$ cat src/rtl/ram_bist_pkg.sv
// Shared definitions for the RAM BIST controller: FSM states, pass selector,
// default widths and the reference test-pattern function.
package ram_bist_pkg;

    localparam int DEF_ADDR_W = 10;
    localparam int DEF_DATA_W = 8;
    localparam int DEF_DEPTH  = 1024;
    localparam int DEF_ERR_W  = 16;

    typedef enum logic [2:0] {
        IDLE     = 3'd0,
        WR       = 3'd1,
        RD_ISSUE = 3'd2,
        RD_CMP   = 3'd3,
        DONE     = 3'd4
    } state_e;

    typedef enum logic {
        PASS_A = 1'b0,
        PASS_B = 1'b1
    } pass_sel_e;

    // Pass A writes (2*addr) mod 2^DATA_W; pass B writes its bitwise inverse.
    function automatic logic [DEF_DATA_W-1:0] pattern(input logic [DEF_ADDR_W-1:0] addr,
                                                      input pass_sel_e          sel);
        logic [DEF_DATA_W-1:0] base;
        base = DEF_DATA_W'({addr, 1'b0});
        return (sel == PASS_B) ? ~base : base;
    endfunction

endpackage

$ cat src/rtl/ram_bist_pattern.sv
// Combinational expected-data generator. One instance feeds both the write
// data path and the read comparator so the two can never disagree.
module ram_bist_pattern
    import ram_bist_pkg::*;
#(
    parameter int ADDR_W = DEF_ADDR_W,
    parameter int DATA_W = DEF_DATA_W
) (
    input  logic [ADDR_W-1:0] addr_i,
    input  pass_sel_e         sel_i,
    output logic [DATA_W-1:0] data_o
);

    logic [DATA_W-1:0] base;

    // Doubling is a left shift by one; the size cast keeps the low DATA_W bits.
    assign base   = DATA_W'({addr_i, 1'b0});
    assign data_o = (sel_i == PASS_B) ? ~base : base;

endmodule

$ cat src/rtl/ram_bist_ctrl.sv
// RAM BIST controller: two write-then-verify passes (true pattern, then the
// inverted pattern) over the whole array, with first-fail capture and a
// saturating mismatch counter.
//
// Handshake: start is a single-cycle request, accepted only while the FSM is
// in IDLE or DONE; it is silently ignored while busy=1. The RAM is assumed to
// have a registered read port: data addressed in RD_ISSUE is on mem_data_out
// during RD_CMP, where it is compared.
module ram_bist_ctrl
    import ram_bist_pkg::*;
#(
    parameter int ADDR_W = DEF_ADDR_W,
    parameter int DATA_W = DEF_DATA_W,
    parameter int DEPTH  = DEF_DEPTH,
    parameter int ERR_W  = DEF_ERR_W
) (
    input  logic              clk,
    input  logic              rst,
    input  logic              start,
    output logic [ADDR_W-1:0] mem_addr,
    output logic [DATA_W-1:0] mem_data_in,
    output logic              mem_wr,
    output logic              mem_cs,
    output logic              mem_rd,
    input  logic [DATA_W-1:0] mem_data_out,
    output logic              busy,
    output logic              done,
    output logic              pass,
    output logic [ADDR_W-1:0] fail_addr,
    output logic [DATA_W-1:0] fail_exp,
    output logic [DATA_W-1:0] fail_act,
    output logic [ERR_W-1:0]  err_count
);

    localparam logic [ADDR_W-1:0] LAST_ADDR = ADDR_W'(DEPTH - 1);
    localparam logic [ERR_W-1:0]  ERR_MAX   = '1;

    state_e            state_q,     state_d;
    pass_sel_e         sel_q,       sel_d;
    logic [ADDR_W-1:0] addr_q,      addr_d;
    logic [ERR_W-1:0]  err_q,       err_d;
    logic [ADDR_W-1:0] fail_addr_q, fail_addr_d;
    logic [DATA_W-1:0] fail_exp_q,  fail_exp_d;
    logic [DATA_W-1:0] fail_act_q,  fail_act_d;

    logic [DATA_W-1:0] exp_data;
    logic              active;
    logic              mismatch;

    ram_bist_pattern #(
        .ADDR_W (ADDR_W),
        .DATA_W (DATA_W)
    ) u_pattern (
        .addr_i (addr_q),
        .sel_i  (sel_q),
        .data_o (exp_data)
    );

    assign mismatch = (mem_data_out != exp_data);

    // State and datapath registers with synchronous active-high reset.
    always_ff @(posedge clk) begin
        if (rst) begin
            state_q     <= IDLE;
            sel_q       <= PASS_A;
            addr_q      <= '0;
            err_q       <= '0;
            fail_addr_q <= '0;
            fail_exp_q  <= '0;
            fail_act_q  <= '0;
        end else begin
            state_q     <= state_d;
            sel_q       <= sel_d;
            addr_q      <= addr_d;
            err_q       <= err_d;
            fail_addr_q <= fail_addr_d;
            fail_exp_q  <= fail_exp_d;
            fail_act_q  <= fail_act_d;
        end
    end

    // Next-state logic: address sweep, pass sequencing, compare and capture.
    always_comb begin
        state_d     = state_q;
        sel_d       = sel_q;
        addr_d      = addr_q;
        err_d       = err_q;
        fail_addr_d = fail_addr_q;
        fail_exp_d  = fail_exp_q;
        fail_act_d  = fail_act_q;

        case (state_q)
            IDLE, DONE: begin
                if (start) begin
                    state_d     = WR;
                    sel_d       = PASS_A;
                    addr_d      = '0;
                    err_d       = '0;
                    fail_addr_d = '0;
                    fail_exp_d  = '0;
                    fail_act_d  = '0;
                end
            end
            WR: begin
                if (addr_q == LAST_ADDR) begin
                    addr_d  = '0;
                    state_d = RD_ISSUE;
                end else begin
                    addr_d = addr_q + 1'b1;
                end
            end
            RD_ISSUE: begin
                state_d = RD_CMP;
            end
            RD_CMP: begin
                if (mismatch) begin
                    // A zero count means no mismatch yet this run (it saturates, never wraps).
                    if (err_q == '0) begin
                        fail_addr_d = addr_q;
                        fail_exp_d  = exp_data;
                        fail_act_d  = mem_data_out;
                    end
                    if (err_q != ERR_MAX) begin
                        err_d = err_q + 1'b1;
                    end
                end
                if (addr_q != LAST_ADDR) begin
                    addr_d  = addr_q + 1'b1;
                    state_d = RD_ISSUE;
                end else if (sel_q == PASS_A) begin
                    sel_d   = PASS_B;
                    addr_d  = '0;
                    state_d = WR;
                end else begin
                    state_d = DONE;
                end
            end
            default: begin
                state_d = IDLE;
            end
        endcase
    end

    // Output decode: the RAM is only selected while a run is active.
    always_comb begin
        active      = (state_q == WR) || (state_q == RD_ISSUE) || (state_q == RD_CMP);
        busy        = active;
        done        = (state_q == DONE);
        pass        = done && (err_q == '0);
        mem_cs      = active;
        mem_wr      = (state_q == WR);
        mem_rd      = (state_q == RD_ISSUE) || (state_q == RD_CMP);
        mem_addr    = active ? addr_q : '0;
        mem_data_in = (state_q == WR) ? exp_data : '0;
        fail_addr   = fail_addr_q;
        fail_exp    = fail_exp_q;
        fail_act    = fail_act_q;
        err_count   = err_q;
    end

endmodule

$ cat config.mk
export PLATFORM = sky130hd
export DESIGN_NAME = ram_bist_ctrl
export DESIGN_NICKNAME = d
export VERILOG_FILES = /design/src/rtl/ram_bist_pkg.sv /design/src/rtl/ram_bist_pattern.sv /design/src/rtl/ram_bist_ctrl.sv
export SDC_FILE = /design/constraint.sdc
export NUM_CORES = 1
export LEC_CHECK = 0
export ABC_AREA = 1
export BUFFER_PORTS_ARGS = -buffer_cell sky130_fd_sc_hd__buf_2
export CAP_MARGIN = 20
export CORE_MARGIN = 2
export CORE_UTILIZATION = 30
export CTS_CLUSTER_SIZE = 30
export DETAILED_ROUTE_END_ITERATION = 10
export GPL_TIMING_DRIVEN = 1
export SYNTH_ARGS = -nofsm -noshare
export SYNTH_HDL_FRONTEND = slang
export SYNTH_SLANG_ARGS = --single-unit
$ cat constraint.sdc
create_clock -name clk -period 3.7 [get_ports clk]
set_input_delay 0.37 -clock clk [delete_from_list [all_inputs] [get_ports clk]]
set_output_delay 0.37 -clock clk [all_outputs]
set_load 0.02 [all_outputs]
Word-level counts from Yosys, hierarchy flattened
Cells that the tools add are included.
{"block": "word_totals", "ff_bits": 56, "input_bits": 11, "wordCells": 69}
{"block": "op_classes", "n_addsub": 2, "n_eq_ne": 15, "n_mux": 30, "bitwise_logic": 1, "reduce_logical": 14}
{"op": "$mux W10", "n": 7}
{"op": "$mux W8", "n": 7}
{"op": "$mux W16", "n": 3}
{"op": "$pmux W16 S2", "n": 1}
{"op": "$pmux W8 S2", "n": 2}
{"op": "$pmux W10 S3", "n": 1}
{"op": "$pmux W10 S2", "n": 1}
{"op": "$add A16 B1 Y16 const B", "n": 1}
{"op": "$logic_not A16 Y1", "n": 1}
{"op": "$ne A16 B16 Y1 const B", "n": 1}
{"op": "$mux W3", "n": 4}
{"op": "$pmux W3 S4", "n": 1}
{"op": "$add A10 B1 Y10 const B", "n": 1}
{"op": "$eq A10 B10 Y1 const B", "n": 1}
{"op": "$ne A10 B10 Y1 const B", "n": 1}
{"op": "$ne A2 B2 Y1 const B", "n": 5}
{"op": "$ne A8 B8 Y1", "n": 1}
{"op": "$not A8 Y8", "n": 1}
{"op": "$reduce_and A4 Y1", "n": 2}
{"op": "$eq A3 B2 Y1 const B", "n": 2}
{"op": "$reduce_and A3 Y1", "n": 2}
{"op": "$eq A3 B1 Y1 const B", "n": 1}
{"op": "$eq A3 B3 Y1 const B", "n": 1}
{"op": "$logic_not A3 Y1", "n": 1}
{"op": "other kinds (10)", "n": 13}

Logic depth before layout (Yosys ltp)
Gate-level depths: netlist of the first run.
{"block": "depth", "depth_word": 5, "ltp_mapped": 13, "mapped_depth_nobuf": 12}

By module
A second synthesis of the first run with hierarchy kept.
{"block": "unflattened", "cells_unflattened": 600, "area_unflattened_um2": 3518.4}
{"mod": "ram_bist_ctrl", "instances": 1, "cells_per_inst": 569, "area_per_inst_um2": 3390.8}
{"mod": "ram_bist_pattern", "instances": 1, "cells_per_inst": 31, "area_per_inst_um2": 127.6}

Worst setup path before layout of the first run
OpenSTA, ideal clock, no wires.
{"block": "synth_timing", "kind": "register to output", "from": "register state_q[0]", "to": "output mem_data_in[2]", "arrival_time_ns": 1.646, "t_required_ns": 3.330, "setup_slack_ns": 1.684, "path_stages_with_launch": 8, "path_cell_list": "dfxtp_1 -> inv_1 -> nor2_1 -> inv_1 -> nor2_1 -> clkbuf_1 -> inv_1 -> a21oi_1"}
{"block": "synth_between", "elab_chain_len": 2}
{"element": "from (decl)", "line_no": "ram_bist_ctrl.sv:38", "text": "state_e state_q, state_d;"}
{"element": "from (signal assigned)", "line_no": "ram_bist_ctrl.sv:72", "text": "state_q <= state_d;"}
{"element": "$eq A3 B1 Y1"}
{"element": "via mem_wr", "line_no": "ram_bist_ctrl.sv:22", "text": "output logic mem_wr,"}
{"element": "$mux W8", "line_no": "ram_bist_ctrl.sv:154", "text": "mem_data_in = (state_q == WR) ? exp_data : '0;"}
{"element": "to (decl)", "line_no": "ram_bist_ctrl.sv:21", "text": "output logic [DATA_W-1:0] mem_data_in,"}
The timed path passes the listed nets, and every way through them passes these cells.

Worst setup path in the final report of the first run
{"block": "layout_timing", "from": "register sel_q", "to": "register err_q[4] (netlist: err_count[4])"}
{"block": "layout_between", "elab_chain_len": 4}
{"element": "from (decl)", "line_no": "ram_bist_ctrl.sv:39", "text": "pass_sel_e sel_q, sel_d;"}
{"element": "from (signal assigned)", "line_no": "ram_bist_ctrl.sv:73", "text": "sel_q <= sel_d;"}
{"element": "$mux W8", "line_no": "ram_bist_pattern.sv:18", "text": "assign data_o = (sel_i == PASS_B) ? ~base : base;"}
{"element": "$ne A8 B8 Y1", "line_no": "ram_bist_ctrl.sv:59", "text": "assign mismatch = (mem_data_out != exp_data);"}
{"element": "$ne A2 B2 Y1 (no line)"}
{"element": "$reduce_and A4 Y1 (no line)"}
{"element": "to (signal assigned)", "line_no": "ram_bist_ctrl.sv:75", "text": "err_q <= err_d;"}
{"element": "to (decl)", "line_no": "ram_bist_ctrl.sv:41", "text": "logic [ERR_W-1:0] err_q, err_d;"}
No other way between the ends.
A chain may end at the register's enable or synchronous reset.

==> impl_results.md, run 1 <==
- Status: finished clean
- RD Place Congestion: 0.9684
- Max cap viols: 0
- Commonest non-fill, non-tap cell in the layout: nand2_1
- Crit-path leading delay family: simple AND/OR/NAND/NOR gates
- Pwr Density: 516.3 mW/mm²
- Pins Over Slew Limit: 0
- TritonCTS clock tree: built
- Setup TNS: 0 ns
- Antenna-violating nets left: 0
- First-pass GRT wire length: 16990 µm
- Iter 0 DRT Violations: 283
- I/O Buffers: 76
- Buf/Inv on CP: 2
- Vias in the first global route: 3526
- Critical path cell sequence: inv_2 > nand2_1 > nand3_1 > nand2_1 > inv_1 > nand2_1 > nor2_2 > nand2_4 > nand3_1 > o21ai_0
- Worst relative slew slack: 56.23%
- Clk root buf: clkbuf_16
- Critical path's largest stage delay: 0.65 ns
- Fill cells: 1282
- VDD IR max: 0.2950 mV
- Register area share after synthesis: 31.93%
- Initial Utilization: 30.75%
- PnR worst setup slack: 1.196 ns
- Final hold violation count: 0
- DIE WIDTH: 112.2 µm
- Total gr overflow: 0
- Post-Syn Nets: 576
- Most frequent cells in the layout: nand2_1, nor2_1, buf_2, nand3_1, dfxtp_1
- Highest metal layer with signal wires: met4
- Minimum clock period after layout: 2.504 ns
- Hold Path Class: input pin to flop
- FMAX: 399.3 MHz
- Met3 wire len: 550 µm
- Post-Syn Instances: 562
- Register area: 0.001121 mm²
- Htree depth: 2
- Routed vias/inst: 4.970
- Clock skew: 0.009840 ns
- Pre-antenna DRT Iters: 7
- Hold Buf Count CTS: 0
- Post-DR wirelength/cell: 13.56 µm
- RSZ-0062 raised after global routing: false
- Die Area: 0.01258 mm²
- Num CTS Buffers: 5
- Worst Path Required: 3.91 ns
- Total power: 2.109 mW
- Skew-Pair Late Insertion Delay: 0.29 ns
- Largest net degree at the start of global routing: 65
- Yosys reg bits: 56
- Final net count: 630
- Post-CTS Setup Bufs: 0
- Final HPWL DP: 7614 µm
- WS Path Type: flop to flop
- Tot GR Track Use: 15.94%
- CTS-repair resized insts: 0
- Crit path max fanout: 64
- Core Box Area: 0.01142 mm²
- Initial antenna violation count: 1
- Row cnt: 39
- Multi-input gate area: 0.002031 mm²
- Mapped Area: 0.003511 mm²
- Max clock buf depth: 2
- Layout cell share with drive strength beyond 1: 17.83%
- Die height: 112.2 µm
- DRC viols: 0
- DP Worst Slack: 1.279 ns
- Clock slew at reported path FFs: 0.07 ns
- Crit path arrival time: 2.72 ns
- DRT Wirelength: 10320 µm
- Leakage power: 1.785 nW
- Most used cell, CP: nand2_1
- Avg Cell Area, Syn: 6.247 µm²
- Clock sinks: 56
- Setup violations, final: 0
- Crit. End Element: flop
- Worst setup SP type: flop
- Unique masters post-synth: 33
- Final worst-path cycle share: 67.69%
- Number of synthesis warnings: 0
- Slew @ Worst Pin: 0.6560 ns
- IO Pins: 77
- Vias: 3782
- Slowest-stage cell, CP: dfxtp_1
- WL met2: 4736 µm
- Post-Route M1 WL: 4826 µm
- Area grow syn2layout: 16.32%
-- worst paths after layout --
path,endpoint,start,depth (start not counted),slack (ns)
worst min register to register,fail_addr[3],fail_addr[3],2,0.48
worst min-delay path,state_q[2],start,4,0.39
worst max-delay path,err_count[4],sel_q,10,1.20
worst max register to register,err_count[4],sel_q,10,1.20
-- worst reg2reg max path: stages (launching register included) --
cell     delay [ns]
dfxtp_1        0.65
inv_2          0.23
nand2_1        0.16
nand3_1        0.08
nand2_1        0.07
inv_1          0.04
nand2_1        0.07
nor2_2         0.05
nand2_4        0.48
nand3_1        0.35
o21ai_0        0.25
-- power by group --
part	total, mW	internal (mW)	switching (mW)
Clock	0.537	0.319	0.218
Combinational	0.809	0.247	0.562
Sequential	0.762	0.698	0.0644
Total	2.11	1.26	0.844
-- area by class of cell --
cell class	count	share of cell area, %
clock buffers	6	3.156
well taps	143	4.381
flip-flops and latches	56	27.45
multi-input cells	426	49.72
inverters	47	4.320
repair buffers	80	10.05
diodes	1	0.06127
clock inverters	2	0.8578
-- routing by layer --
| metal | GRT usage [%] | vias to the layer above |
|---|---|---|
| li1 | - | 1916 |
| met1 | 22.29 | 1717 |
| met2 | 25.54 | 132 |
| met3 | 1.944 | 17 |
| met4 | 5.366 | 0 |
| met5 | 0 | - |
-- registers in the layout, indices dropped and copies added, names as in the netlist --
register	flops
addr_q	10
err_count	16
fail_act	8
fail_addr	10
fail_exp	8
sel_q	1
state_q	3
-- stage by stage --
stage | std cells | area, µm² | util (%) | hold slack [ns]
global placement | 752 | 3918 | 34.31 | 0.4650
CTS | 760 | 4081 | 35.74 | 0.3839
global route | 761 | 4084 | 35.77 | 0.4556
finish | 761 | 4084 | 35.77 | 0.3866
detailed placement | 752 | 3918 | 34.31 | 0.4691
floorplan | 562 | 3511 | - | 0.4783
-- synthesized netlist by cell type --
| master | number | area, µm² |
|---|---|---|
| buf_2 | 8 | 40.04 |
| xnor2_1 | 1 | 8.760 |
| nand3_2 | 3 | 30.03 |
| ha_1 | 3 | 37.54 |
| nand2_2 | 5 | 31.28 |
| o21ai_1 | 5 | 25.02 |
| inv_1 | 42 | 157.7 |
| nor2_2 | 3 | 18.77 |
| clkinv_1 | 2 | 7.510 |
| o21bai_1 | 2 | 15.01 |
| nand3b_1 | 3 | 22.52 |
| nor2_4 | 1 | 11.26 |
| xor2_1 | 11 | 96.34 |
| o21ai_4 | 1 | 16.27 |
| o21ai_0 | 8 | 40.04 |
| buf_6 | 4 | 45.04 |
| buf_8 | 1 | 15.01 |
| nand2_4 | 2 | 22.52 |
| nor4_1 | 1 | 6.260 |
| o2111ai_1 | 1 | 8.760 |
| o211ai_1 | 4 | 30.03 |
| a21oi_1 | 46 | 230.2 |
| nor3_1 | 7 | 35.03 |
| nand4_1 | 8 | 50.05 |
| nand3_1 | 72 | 360.4 |
| o221ai_1 | 1 | 8.760 |
| nor2_1 | 86 | 322.8 |
| buf_4 | 4 | 30.03 |
| nand2_1 | 147 | 551.8 |
| inv_2 | 3 | 11.26 |
| a21oi_2 | 5 | 43.79 |
| clkbuf_1 | 16 | 60.06 |
| dfxtp_1 | 56 | 1121 |
-- logic make-up after synthesis --
kind of cell	share of synthesized area, %
buffers and inverters	10.44
DFF	31.93
and+or+nand+nor	41.66
xor gates and xnor gates	2.994
adders and majority gates	1.069
AOI/OAI and AO/OA	11.90
No activity file was read; power rests on OpenSTA's default activity.
==> inputs of run 2 (changes only) <==
==> constraint.sdc (replaced) <==
create_clock -name clk -period 2.3 [get_ports clk]
set_input_delay 0.23 -clock clk [delete_from_list [all_inputs] [get_ports clk]]
set_output_delay 0.23 -clock clk [all_outputs]
set_load 0.02 [all_outputs]
==> run 2 against run 1 <==
Net effect:
- via count down 0.63%
- non-clock buffer count up 12
- critical endpoint is now pass
- largest power group unchanged
- clock power up 47%
- critical path type is now flop to output pin
==> impl_results.md, run 2 (same netlist as run 1, synthesis figures left out) <==
- Status: finished clean
- Max reg flops: 16
- Clock slew at reported path FFs: 0.08 ns
- Core Box Area: 0.01142 mm²
- Crit path arrival time: 1.82 ns
- First-pass GRT wire length: 16730 µm
- Layout cell share with drive strength beyond 1: 19.71%
- R2R Setup Slk: 0.26 ns
- Final worst-path cycle share: 89.06%
- Worst Path Required: 2.07 ns
- FMAX: 488.2 MHz
- Clock skew: 0.009004 ns
- R2r worst-path depth: 12
- Worst setup path endpoint: pass
- Final HPWL DP: 7708 µm
- Routed vias/inst: 4.862
- Num CTS Buffers: 5
- Pre-antenna DRT Iters: 6
- Minimum clock period after layout: 2.048 ns
- Leakage power: 1.828 nW
- DIE WIDTH: 112.2 µm
- Initial antenna violation count: 1
- Min-delay src: start
- Iter 0 DRT Violations: 249
- Area grow syn2layout: 19.21%
- Vias in the first global route: 3449
- Final hold violation count: 0
- Dpl cells: 764
- Commonest non-fill, non-tap cell in the layout: nand2_1
- Die height: 112.2 µm
- Clock sinks: 56
- VDD IR max: 0.4079 mV
- WS Path Type: flop to output pin
- Htree depth: 2
- Final net count: 642
- Tot GR Track Use: 16.11%
- Pins Over Slew Limit: 0
- Worst relative slew slack: 51.14%
- Buf/Inv on CP: 3
- Initial Utilization: 30.75%
- TritonCTS clock tree: built
- Crit. End Element: output pin
- Worst setup SP type: flop
- Hold Path Class: input pin to flop
- Skew-Pair Late Insertion Delay: 0.30 ns
- Setup violations, final: 0
- Crit path max fanout: 5
- Slowest-stage cell, CP: dfxtp_1
- DRC viols: 0
- Final cell count without fillers: 773
- Clk root buf: clkbuf_16
- I/O Buffers: 76
- RD Place Congestion: 0.9338
- Max cap viols: 0
- Post-DR wirelength/cell: 13.25 µm
- Crit path depth: 8
- Max clock buf depth: 2
- RSZ-0062 raised after global routing: false
- FF-to-FF Start: addr_q[3]
- IO Pins: 77
- DRT Wirelength: 10240 µm
- Most used cell, CP: nor3_1
- Total gr overflow: 0
- Vias: 3758
- Row cnt: 39
- Die Area: 0.01258 mm²
- Pwr Density: 795.6 mW/mm²
- Slew @ Worst Pin: 0.7285 ns
- Critical R2R Capture: fail_addr[9]
- Critical path's largest stage delay: 0.32 ns
- Fill cells: 1278
- Largest net degree at the start of global routing: 53
- Post-layout util: 36.65%
- Setup TNS: 0 ns
- Antenna-violating nets left: 0
- Critical path cell sequence: buf_4 > inv_1 > ha_1 > nand2_1 > nor3_1 > nand3_1 > nor3_1 > buf_2
- Crit-path leading delay family: simple AND/OR/NAND/NOR gates
- Worst Setup SP: err_count[0]
- Most frequent cells in the layout: nand2_1, nor2_1, buf_2, nand3_1, dfxtp_1
==> run 2: what timing repair did <==
action                                  CTS  global route
gates resized for setup                   0             2
endpoints found under the setup margin    0            18
setup buffers                             0             0
hold buffers                              0             0
==> run 2: area by class of cell <==
cell class / instances / area [µm²] / area share (%)
Multi-Input combinational cell: 426 / 2042 / 48.79
Sequential cell: 56 / 1121 / 26.79
Inverter: 47 / 176.4 / 4.215
Timing Repair Buffer: 92 / 513.0 / 12.26
Antenna cell: 1 / 2.502 / 0.05979
Tap cell: 143 / 178.9 / 4.275
Clock buffer: 5 / 125.1 / 2.990
Clock inverter: 3 / 26.28 / 0.6278
==> run 2: worst reg2reg max path: stages, from the launching register on <==
cell and delay [ns]:
dfxtp_1 0.49, inv_2 0.11, nand2_1 0.13, nand2_1 0.11, nand2_1 0.08, nand2_1 0.04, inv_1 0.04, nand2_1 0.05
nor2_2 0.18, nand2_8 0.20, buf_4 0.26, a21oi_1 0.18, nor2_1 0.06
==> run 2: worst min path at each step <==
stage	to	cells after the start
after floorplan	state_q[2]	3
after CTS	state_q[2]	4
after detailed placement	fail_act[7]	2
after global routing	state_q[2]	4
after global placement	fail_addr[3]	2
final	state_q[2]	4
==> run 2: routing by layer <==
metal	GRT usage (%)	share of wire, %	routed length [µm]
met2	25.10	46	4675
met3	3.078	5.0	513
met4	5.366	1.7	178
met5	0	0	0
met1	22.45	48	4874
==> run 2: stage by stage <==
step	hold WS, ns	instance area [µm²]	power, mW	worst slack [ns]
2_1_floorplan	0.4119	3511	2.192	0.4243
3_3_place_gp	0.4587	4020	2.556	0.2355
3_5_place_dp	0.4661	4020	2.566	0.1096
4_1_cts	0.2189	4172	3.361	0.09542
5_1_grt	0.2522	4185	3.569	0.04549
6_report	0.2288	4185	3.330	0.2517
==> run 2: where the power goes <==
| group | switching [mW] | internal (mW) |
|---|---|---|
| clock | 0.380 | 0.413 |
| combinational | 0.898 | 0.416 |
| sequential | 0.101 | 1.12 |
| total | 1.38 | 1.95 |
==> inputs of run 3 (changes only) <==
--- a/config.mk
+++ b/config.mk
@@ -7,7 +7,7 @@
 export LEC_CHECK = 0
 export ABC_AREA = 1
 export BUFFER_PORTS_ARGS = -buffer_cell sky130_fd_sc_hd__buf_2
-export CAP_MARGIN = 20
+export CAP_MARGIN = 30
 export CORE_MARGIN = 2
 export CORE_UTILIZATION = 30
 export CTS_CLUSTER_SIZE = 30
@@ -15,4 +15,5 @@
 export GPL_TIMING_DRIVEN = 1
 export SYNTH_ARGS = -nofsm -noshare
 export SYNTH_HDL_FRONTEND = slang
+export SYNTH_HIERARCHICAL = 1
 export SYNTH_SLANG_ARGS = --single-unit
==> run 3 against run 2 <==
Net effect:
- sequential share of layout area down 0.22 points
- routed wire length down 7.3%
- critical path depth unchanged
- die area up 0.21%
- maximum frequency up 2.3%
- utilization up 0.35 points
- power up 6.4%
- final area up 0.96%
- clock skew up 0.0016 ns
- area after synthesis up 0.21%
- critical path type unchanged
- critical endpoint unchanged
- final cell count up 6.1%
- sequential power about the same
- largest cell class unchanged
==> impl_results.md, run 3 <==
- WS Path Type: flop to output pin
- Initial antenna violation count: 0
- Final net count: 690
- RSZ-0062 raised after global routing: false
- Vias in the first global route: 3272
- Top cell type's share of synthesized area: 31.86%
- Crit path arrival time: 1.77 ns
- Pwr Density: 838.2 mW/mm²
- Unique masters post-synth: 32
- Synth async-reset ratio: 0%
- Synth top area cells: dfxtp_1, nand2_1, inv_1, nor2_1, nand3_1
- Yosys reg bits: 56
- VDD IR max: 0.4533 mV
- Tot GR Track Use: 15.35%
- Area grow syn2layout: 20.09%
- Antenna-violating nets left: 0
- Number of synthesis warnings: 6
- Pre-antenna DRT Iters: 5
- Total gr overflow: 0
- Worst setup SP type: flop
- Die height: 112.3 µm
- Setup violations, final: 0
- FMAX: 499.4 MHz
- Vias: 3687
- IO Pins: 77
- Final worst-path cycle share: 87.05%
- Worst Path Required: 2.07 ns
- Core Box Area: 0.01142 mm²
- Final hold violation count: 0
- DRC viols: 0
- Layout cell share with drive strength beyond 1: 17.43%
- Critical path's largest stage delay: 0.32 ns
- Post-synth EDFFs: 0
- Max cap viols: 0
- Mapped Area: 0.003518 mm²
- Leakage power: 1.977 nW
- PnR worst setup slack: 0.2978 ns
- Skew-Pair Late Insertion Delay: 0.30 ns
- Iter 0 DRT Violations: 296
- Routed vias/inst: 4.496
- Post-DR wirelength/cell: 11.58 µm
- TritonCTS clock tree: built
- Dominant synthesized flop cell: dfxtp_1
- Worst relative slew slack: 68.16%
- Clk root buf: clkbuf_16
- Num CTS Buffers: 5
- # diodes: 0
- I/O Buffers: 76
- DRT Wirelength: 9494 µm
- Die Area: 0.01261 mm²
- Cell taking the most area after synthesis: dfxtp_1
- Critical path cell sequence: buf_4 > inv_1 > ha_1 > nand3_1 > nor2_1 > nand2_1 > nor3_1 > buf_2
- Initial Utilization: 30.81%
- Final HPWL DP: 7085 µm
- Slowest-stage cell, CP: dfxtp_1
- Most numerous cell in the Yosys netlist: nand2_1
- Commonest cells in the netlist: nand2_1, inv_1, nor2_1, dfxtp_1, nand3_1
- Avg Cell Area, Syn: 5.864 µm²
- Max clock buf depth: 2
- Status: finished clean
- Clock sinks: 56
- Crit path max fanout: 6
- Hold Path Class: input pin to flop
- Register area share after synthesis: 31.86%
- DIE WIDTH: 112.3 µm
- Minimum clock period after layout: 2.002 ns
- DP Worst Slack: 0.1695 ns
- Commonest non-fill, non-tap cell in the layout: nand2_1
- Post-Syn Instances: 600
- Crit. End Element: output pin
- RD Place Congestion: 0.8637
- Clock slew at reported path FFs: 0.08 ns
- First-pass GRT wire length: 16080 µm
- Largest net degree at the start of global routing: 33
- Pins Over Slew Limit: 0
- Post-Syn Nets: 614
- Max reg flops: 16
- Most frequent cells in the layout: nand2_1, inv_1, nor2_1, buf_2, dfxtp_1
- Row cnt: 39
- Clock skew: 0.01063 ns
- Htree depth: 2
- Post-CTS Setup Bufs: 0
- Slew @ Worst Pin: 0.4770 ns
- Setup TNS: 0 ns
- Hold Buf Count CTS: 0
## run 3: changes by cell type in the layout (fill, tap and decap cells not counted), sizes merged, moves of 3 or more
cell / change
a21oi: -23
buf: -3
clkinv: -3
inv: +68
nand2: +24
nand3: -35
nand4: +6
nor2: +8
o21ai: +17
xor2: -9
## run 3: kinds of logic after synthesis
group | after synthesis | share of synthesized area, %
flip-flops | 56 | 31.86
AO/OA/AOI/OAI | 64 | 9.851
XOR/XNOR | 4 | 0.9959
AND/OR/NAND/NOR | 341 | 41.00
adder cells (fa/ha/maj) | 3 | 1.067
buffers and inverters | 132 | 15.22
## run 3: power breakdown
| group | leakage, nW | switching (mW) | internal [mW] |
|---|---|---|---|
| registers | 0.456 | 0.0984 | 1.13 |
| logic | 1.45 | 1.04 | 0.471 |
| clock network | 0.0748 | 0.393 | 0.415 |
| total | 1.98 | 1.53 | 2.01 |
## run 3: what timing repair did
action | 4_1_cts | 5_1_grt
setup endpoints to repair | 0 | 26
hold endpoints to repair | 0 | 0
resized for setup | 0 | 1
## run 3: final timing paths
check	from	slack [ns]	cells past startpoint	endpoint
hold / removal	mem_data_out[7]	0.23	3	fail_act[7]
hold reg to reg	fail_addr[6]	0.51	4	fail_addr[6]
setup / recovery	err_count[0]	0.30	8	pass
setup reg to reg	sel_q	0.30	15	fail_exp[2]
## run 3: per-layer routing
metal	wire, µm	part of all wire, %	vias up	GRT usage, %
li1	-	-	1992	-
met1	4904	52	1603	23.06
met2	4023	42	85	22.89
met3	491	5.2	7	2.916
met4	74	0.78	0	3.171
met5	0	0	-	0
## run 3: critical path: cells and delay by family, from the launching register on
kind,cells,cell delay (ns)
DFF,1,0.32
adders and majority gates,1,0.14
buffers and inverters,3,0.43
and+or+nand+nor,4,0.59
## run 3: area by class of cell
type	instances	area, µm²
clock inverters	3	26.28
clock buffers	5	125.1
well taps	143	178.9
multi-input cells	412	1862
repair buffers	89	490.5
flip-flops and latches	56	1122
inverters	112	420.4
fillers	1329	7193
## run 3: stage by stage
stage	utilization (%)	hold WS, ns	total power [mW]	std cells	instance area [µm²]
floorplan	-	0.3941	2.357	600	3518
global placement	35.67	0.4960	2.768	812	4073
detailed placement	35.67	0.4965	2.768	812	4073
CTS	36.99	0.2214	3.579	820	4224
global route	37.00	0.2510	3.850	820	4225
finish	37.00	0.2256	3.542	820	4225
